### src/rtl/key_sweep_pkg.sv
// Shared types and helpers for the key-sweep miter family.
// No logic; sizes and the sweep state enum live here.
package key_sweep_pkg;

   typedef enum logic [1:0] {
      IDLE  = 2'd0,
      SWEEP = 2'd1,
      DONE  = 2'd2
   } sweep_state_t;

   // pass_cnt is one bit wider than the key so it can hold 2^KEY_W
   localparam int PASS_CNT_XTRA = 1;

   localparam int ONES_MAX_W = 32;

   function automatic logic [ONES_MAX_W-1:0] all_ones(input int w);
      logic [ONES_MAX_W-1:0] r;
      r = '0;
      for (int i = 0; i < ONES_MAX_W; i++) begin
         if (i < w) r[i] = 1'b1;
      end
      return r;
   endfunction

endpackage

### src/rtl/key_sweep_miter_cmp.sv
// Bitwise output comparator for miters: per-bit match plus its AND.
// Purely combinational, zero latency, no flow control.
module miter_cmp #(
   parameter int N_OUT = 2
) (
   input  logic [N_OUT-1:0] org_out,
   input  logic [N_OUT-1:0] enc_out,
   output logic [N_OUT-1:0] m,
   output logic             m_all
);

   assign m     = ~(org_out ^ enc_out);
   assign m_all = &m;

endmodule

### src/rtl/key_sweep_miter.sv
// Sweeps every key over all input patterns, aborting a key on first mismatch; reports first passing key and pass count.
// One (key, pat) evaluation per cycle, Q/Z one cycle behind; start is ignored while busy.
module key_sweep_miter
   import key_sweep_pkg::*;
#(
   parameter int N_IN         = 5,
   parameter int N_OUT        = 2,
   parameter int KEY_W        = 2,
   parameter int STOP_ON_PASS = 1
) (
   input  logic                            C,
   input  logic                            R,
   input  logic                            start,
   output logic [N_IN-1:0]                 pat,
   output logic [KEY_W-1:0]                key,
   input  logic [N_OUT-1:0]                org_out,
   input  logic [N_OUT-1:0]                enc_out,
   output logic [N_OUT-1:0]                Q,
   output logic                            Z,
   output logic                            busy,
   output logic                            done,
   output logic                            found,
   output logic [KEY_W-1:0]                good_key,
   output logic [KEY_W+PASS_CNT_XTRA-1:0]  pass_cnt
);

   localparam int                PC_W     = KEY_W + PASS_CNT_XTRA;
   localparam logic [N_IN-1:0]   PAT_LAST = N_IN'(all_ones(N_IN));
   localparam logic [KEY_W-1:0]  KEY_LAST = KEY_W'(all_ones(KEY_W));
   localparam logic [PC_W-1:0]   PC_SAT   = PC_W'(all_ones(KEY_W)) + PC_W'(1);

   sweep_state_t      state_q, state_d;
   logic [N_IN-1:0]   pat_q, pat_d;
   logic [KEY_W-1:0]  key_q, key_d;
   logic [N_OUT-1:0]  q_q, q_d;
   logic              z_q, z_d;
   logic              busy_q, busy_d;
   logic              done_q, done_d;
   logic              found_q, found_d;
   logic [KEY_W-1:0]  good_key_q, good_key_d;
   logic [PC_W-1:0]   pass_cnt_q, pass_cnt_d;

   logic [N_OUT-1:0]  m;
   logic              m_all;
   logic              key_end;

   miter_cmp #(.N_OUT(N_OUT)) u_cmp (
      .org_out (org_out),
      .enc_out (enc_out),
      .m       (m),
      .m_all   (m_all)
   );

   always_comb begin
      state_d    = state_q;
      pat_d      = pat_q;
      key_d      = key_q;
      q_d        = q_q;
      z_d        = z_q;
      busy_d     = busy_q;
      done_d     = 1'b0;
      found_d    = found_q;
      good_key_d = good_key_q;
      pass_cnt_d = pass_cnt_q;
      key_end    = 1'b0;

      unique case (state_q)
         IDLE, DONE: begin
            if (start) begin
               state_d    = SWEEP;
               pat_d      = '0;
               key_d      = '0;
               found_d    = 1'b0;
               good_key_d = '0;
               pass_cnt_d = '0;
               busy_d     = 1'b1;
            end
         end
         SWEEP: begin
            q_d = m;
            z_d = m_all;
            if (!m_all) begin
               key_end = 1'b1;
            end else if (pat_q != PAT_LAST) begin
               pat_d = pat_q + N_IN'(1);
            end else begin
               key_end = 1'b1;
               if (pass_cnt_q != PC_SAT) pass_cnt_d = pass_cnt_q + PC_W'(1);
               if (!found_q) begin
                  found_d    = 1'b1;
                  good_key_d = key_q;
               end
            end
            // The last key never advances, so the key counter cannot wrap
            if (key_end) begin
               if (key_q == KEY_LAST || (m_all && STOP_ON_PASS != 0)) begin
                  state_d = DONE;
                  busy_d  = 1'b0;
                  done_d  = 1'b1;
               end else begin
                  key_d = key_q + KEY_W'(1);
                  pat_d = '0;
               end
            end
         end
         default: state_d = IDLE;
      endcase
   end

   always_ff @(posedge C) begin
      if (R) begin
         state_q    <= IDLE;
         pat_q      <= '0;
         key_q      <= '0;
         q_q        <= '0;
         z_q        <= 1'b0;
         busy_q     <= 1'b0;
         done_q     <= 1'b0;
         found_q    <= 1'b0;
         good_key_q <= '0;
         pass_cnt_q <= '0;
      end else begin
         state_q    <= state_d;
         pat_q      <= pat_d;
         key_q      <= key_d;
         q_q        <= q_d;
         z_q        <= z_d;
         busy_q     <= busy_d;
         done_q     <= done_d;
         found_q    <= found_d;
         good_key_q <= good_key_d;
         pass_cnt_q <= pass_cnt_d;
      end
   end

   assign pat      = pat_q;
   assign key      = key_q;
   assign Q        = q_q;
   assign Z        = z_q;
   assign busy     = busy_q;
   assign done     = done_q;
   assign found    = found_q;
   assign good_key = good_key_q;
   assign pass_cnt = pass_cnt_q;

endmodule

### config.mk
export PLATFORM = sky130hd
export DESIGN_NAME = key_sweep_miter
export DESIGN_NICKNAME = d
export VERILOG_FILES = /design/src/rtl/key_sweep_pkg.sv /design/src/rtl/key_sweep_miter_cmp.sv /design/src/rtl/key_sweep_miter.sv
export SDC_FILE = /design/constraint.sdc
export NUM_CORES = 1
export LEC_CHECK = 0
export BUFFER_PORTS_ARGS = -buffer_cell sky130_fd_sc_hd__buf_4
export CAP_MARGIN = 10
export CORE_MARGIN = 10
export CORE_UTILIZATION = 30
export DETAILED_ROUTE_END_ITERATION = 12
export PLACE_DENSITY = 0.55
export REMOVE_ABC_BUFFERS = 1
export SYNTH_ARGS = -nofsm -noshare
export SYNTH_HDL_FRONTEND = slang
export SYNTH_SLANG_ARGS = --single-unit
### constraint.sdc
create_clock -name C -period 2 [get_ports C]
set_input_delay 0.4 -clock C [delete_from_list [all_inputs] [get_ports C]]
set_output_delay 0.4 -clock C [all_outputs]
set_load 0.01 [all_outputs]
==> qor.csv, run 1 <==
metric,value,unit
p_int,666,uW
grt_setup_unrepaired,no,
crit-reg2reg-launch,pat[0],
critPathArrivalTime,2.00,ns
via_per_inst,5.05,
antenna_found_initial,0,
drv_slew,0,
grt_pass1_wl,4450,microns
die_w,78.9,microns
setup_tns,0,ns
drive_above_1_share,26.8,%
grt_usage,8.73,%
yosysWarnings,0,
p_comb_share,14.8,%
ys_seq_area_share,38.4,%
totalWireLength,2630,microns
postSynthAreaPerCell,9.22,sq um
grt_max_degree,22,
leakage,0.000516,uW
min_path_type,input port to register,
finalClockSkew,0.00942,ns
gp_congestion,0.767,
critPathLaunch,pat[0],
die_area,6230,sq um
synth_edf_count,0,
rows,21,
hpwl,1950,microns
drc_errors,0,
drv_cap,0,
hold_depth,4,
worstPathMaxFanout,6,
wl_per_cell,14.3,microns
min_period,1.75,ns
seq_power_share,47.1,%
reg2reg_slack,0.25,ns
synth_cells,113,
area_delta_synth_final,26.9,%
clock_power_share,38.2,%
vias,929,
ctsResizeCount,0,
cts_setup_buffers,0,
clk_path_buf_depth,2,
portBuffers,24,
h-tree-depth,1,
reg2regPathDepth,5,
p_switching,231,uW
synthFlopType,dfxtp_1,
cts_root_buf,clkbuf_4,
tightest_slew,0.511,ns
synthArstFlopShare,0,%
top_level_ports,25,
core_area,3340,sq um
p_per_area,679,nW/um^2
cts_sinks,20,
hold_viol_final,0,
final_util,39.6,%
critPathRequiredTime,2.25,ns
grt_pass1_vias,909,
synth_cell_types,42,
final_antenna_net_count,0,
grt-ovfl-total,0,
cts_tree,yes,
postCtsHoldBufs,0,
power_switching_share,25.8,%
die_h,78.9,microns
cts_buffers,3,
max_slew_margin,66.0,%
status,finished clean,
final-setup-viol-count,0,
first_pass_iters,4,
fmax,573,MHz
start_util,31.2,%
max-vdd-ir-drop,0.227,mV
start_kind,register,
synth-seq-cells,20,
insertedDiodeCount,0,
netlist_area,1040,sq um
timing.final.crit_share,87.3,%
criticalPathCategory,register to register,
final_nets,150,
cts.clk_slew.worst_paths,0.12,ns
clk_latency,0.32,ns
worstSetupEndpointType,register,
min_from,start,
drt_iter0_drc,62,
==> power by group through the flow <==
stage                     registers, uW  logic, uW  clock network [uW]
after detailed placement            432        134                   0
after global routing                425        147                 364
final                               423        132                 343
after CTS                           423        134                 356
after global placement              431        134                   0
after floorplan                     434       69.2                   0
==> registers in the layout (all words and copies together) (netlist names) <==
signal,cells
good_key,2
Z,1
key,2
found,1
pass_cnt,3
done,1
state_q,2
pat,5
busy,1
Q,2
==> per-layer routing <==
layer	part of all wire, %	up-vias	track usage [%]
li1	-	470	-
met1	45	430	10.7
met2	46	25	13.5
met3	7.4	4	3.15
met4	1.6	0	3.76
met5	0	-	0
==> logic make-up after synthesis <==
family	share of synthesized area, %
AND/OR/NAND/NOR	24.7
AO/OA/AOI/OAI	22.9
flip-flops	38.4
buffers and inverters	3.48
XOR/XNOR	5.64
adder cells (fa/ha/maj)	4.80
==> stage by stage <==
step           power [uW]  cells  hold slack [ns]  instance area, sq um  worst slack, ns
3_5_place_dp          565    180            0.451                  1270            0.289
6_report              898    184            0.346                  1320            0.254
4_1_cts               913    184            0.336                  1320            0.262
5_1_grt               936    184            0.359                  1320            0.109
2_1_floorplan         503    108            0.447                  1020            0.403
3_3_place_gp          564    180            0.448                  1270            0.352
==> path summary, 6_finish.rpt <==
check / end
max: pat[2]
min: state_q[1]
max reg2reg: pat[2]
min reg2reg: Q[0]
==> worst max-delay path: stages (launching register included) <==
cell	delay [ns]
dfxtp_1	0.42
ha_1	0.29
nand4_2	0.16
nor4_4	0.47
a31oi_2	0.12
a311oi_2	0.21
==> placed cells by master, fill, tap and decap left out, drive strengths merged, types with 3 or more instances in the layout <==
cell and n:
a21boi 3, a21oi 14, buf 26, clkbuf 3
dfxtp 20, ha 4, inv 3, nand2 12
nand3 5, nand4 4, nor2 6, o211ai 4
xnor2 3
==> layout make-up <==
class                   instances  area [sq um]
fillers                       357          2010
repair buffers                 26           195
flip-flops and latches         20           400
clock buffers                   3          22.5
inverters                       3          11.3
clock inverters                 1          30.0
multi-input cells              85           606
well taps                      46          57.6
==> synthesized netlist by cell type, types with 2 or more instances <==
cell type  number  area share (%)
nor2_1          6             2.2
dfxtp_1        20              38
inv_1           3             1.1
o31ai_1         2             1.4
nand2b_1        2             1.2
nand4b_1        2             1.7
xor2_1          2             1.7
nor3_1          2            0.96
o211ai_1        4             2.9
buf_2           2            0.96
a21boi_1        3             2.2
xnor2_2         2             3.1
nand2_1        12             4.3
a21oi_1        14             6.7
nand4_1         2             1.2
ha_1            4             4.8
nor2b_1         2             1.2
nand3_1         5             2.4
Note: power is estimated with default switching activity, not from simulation.
==> run 2, diff against run 1 <==
ABC_AREA = 1   (was default)
==> run 2 against run 1 <==
- via count grew 5.8%
- setup slack improved by 0.22 ns
- global-route usage is 0.20 points lower
- register-to-register slack improved by 0.22 ns
- clock skew is 0.0068 ns lower
- final area is 2.7% lower
==> qor.csv, run 2 <==
metric,value,unit
die_area,6160,sq um
synth_most_common_cell,nand2_1,
wl_per_cell,11.5,microns
top_level_ports,25,
cts_sinks,20,
drv_slew,0,
core_area,3310,sq um
portBuffers,24,
grt_pass1_vias,973,
status,finished clean,
synthTopCellsByArea,"dfxtp_1 (39%), nand2_1 (14%), inv_1 (5.8%)",
area_delta_synth_final,25.2,%
drive_above_1_share,21.4,%
grt_pass1_wl,4380,microns
grt-ovfl-total,0,
p_comb_share,21.5,%
crit-reg2reg-launch,pat[1],
min_path_type,input port to register,
multi_input_area,544,sq um
synth_edf_count,0,
min_from,R,
fillers,368,
leakage,0.000607,uW
timing.final.crit_share,76.2,%
p_per_area,679,nW/um^2
yosys.area.top_type,dfxtp_1,
cts_buffers,3,
seq_power_share,50.8,%
pre_cts_slack,0.504,ns
reg2reg_slack,0.48,ns
insertedDiodeCount,0,
rows,21,
synth-seq-cells,20,
worstSetupEndpointType,register,
drc_errors,0,
synth_cells,142,
critPathArrivalTime,1.74,ns
p_switching,262,uW
hold_depth,2,
regArea,400,sq um
postCtsHoldBufs,0,
postSynthAreaPerCell,7.23,sq um
vias,983,
grt_setup_unrepaired,no,
antenna_found_initial,0,
holdPathEnd,state_q[0],
cts_setup_buffers,0,
p_int,612,uW
yosys-top-cells-count,"nand2_1 (37), dfxtp_1 (20), inv_1 (16)",
clk_latency,0.31,ns
grt_usage,8.53,%
max-vdd-ir-drop,0.242,mV
yosysWarnings,0,
ctsResizeCount,0,
ys_seq_area_share,39.0,%
hpwl,1920,microns
start_kind,register,
first_pass_iters,4,
cts_tree,yes,
reg2regPathDepth,6,
h-tree-depth,1,
final-setup-viol-count,0,
criticalPathCategory,register to register,
netlist_area,1030,sq um
final_nets,180,
min_period,1.52,ns
grt_max_degree,19,
synth_cell_types,23,
synthArstFlopShare,0,%
finalClockSkew,0.00262,ns
cts_root_buf,clkbuf_4,
drt_iter0_drc,42,
via_per_inst,4.59,
clk_path_buf_depth,2,
final_antenna_net_count,0,
die_w,78.5,microns
largest_reg_flops,5,
setup_ws,0.477,ns
r2r-end,pass_cnt[0],
start_util,31.0,%
worstPathMaxFanout,7,
setup_tns,0,ns
final_util,38.9,%
power_switching_share,29.9,%
layout_common_cells,"nand2_1 (37), buf_4 (24), dfxtp_1 (20)",
layout_commonest_cell,nand2_1,
totalWireLength,2460,microns
hold_viol_final,0,
clock_power_share,27.7,%
fmax,656,MHz
critPathRequiredTime,2.22,ns
max_slew_margin,74.6,%
die_h,78.5,microns
synthFlopType,dfxtp_1,
tightest_slew,0.380,ns
drv_cap,0,
synth_top_area_share,39.0,%
gp_congestion,0.727,
cts.clk_slew.worst_paths,0.12,ns
## run 2: cell count changes after synthesis, sizes merged, moves of 3 or more
cell	before	now
a21boi	3	0
buf	4	1
inv	3	17
nand2	12	38
nand3	5	11
nor2	6	16
o211ai	4	0
o21ai	1	9
## run 2: worst max path at each step
stage	startpoint	to	slack, ns
after floorplan	pat[1]	pass_cnt[0]	0.59
final	pat[1]	pass_cnt[0]	0.48
after global routing	pat[1]	pass_cnt[0]	0.28
after global placement	pat[1]	pass_cnt[0]	0.49
after detailed placement	org_out[1]	pass_cnt[0]	0.50
after CTS	pat[1]	pass_cnt[0]	0.47
## run 2: final cells by class
type | count | area share [%]
timing repair buffer | 24 | 14.0
tap | 46 | 4.47
sequential | 20 | 31.1
multi-input combinational | 102 | 42.3
clock buffer | 4 | 2.82
inverter | 18 | 5.25
## run 2: cell families after synthesis
group,share of synthesized area [%]
AOI/OAI and AO/OA,13.8
xor gates and xnor gates,2.56
adders and majority gates,4.87
buffers and inverters,8.04
DFF,39.0
and+or+nand+nor,31.8
## run 2: critical path, stage by stage, from the launching register on
cell,delay [ns]
dfxtp_1,0.41
ha_1,0.25
nand4_2,0.19
a21oi_4,0.27
nand3_2,0.13
a21oi_1,0.13
nor2_1,0.05
## run 2: power by group through the flow
stage,clock [uW],sequential (uW),combinational [uW]
after floorplan,0,461,107
after global placement,0,452,190
after detailed placement,0,453,191
after CTS,246,444,192
after global routing,268,448,219
final,242,444,188
## run 2: metrics by stage
step                      cell area, sq um  hold WS [ns]  instances  total power (uW)
final                                 1290         0.335        214               874
after global routing                  1290         0.326        214               935
after CTS                             1290         0.340        214               883
after detailed placement              1250         0.469        210               644
after global placement                1250         0.461        210               642
after floorplan                       1010         0.469        140               568
## run 2: routing by layer
layer | track usage, % | vias up | wire length [microns]
met2 | 13.8 | 20 | 1090
met4 | 3.23 | 0 | 38
li1 | - | 515 | -
met5 | 0 | - | 0
met1 | 10.1 | 443 | 1170
met3 | 3.08 | 5 | 156
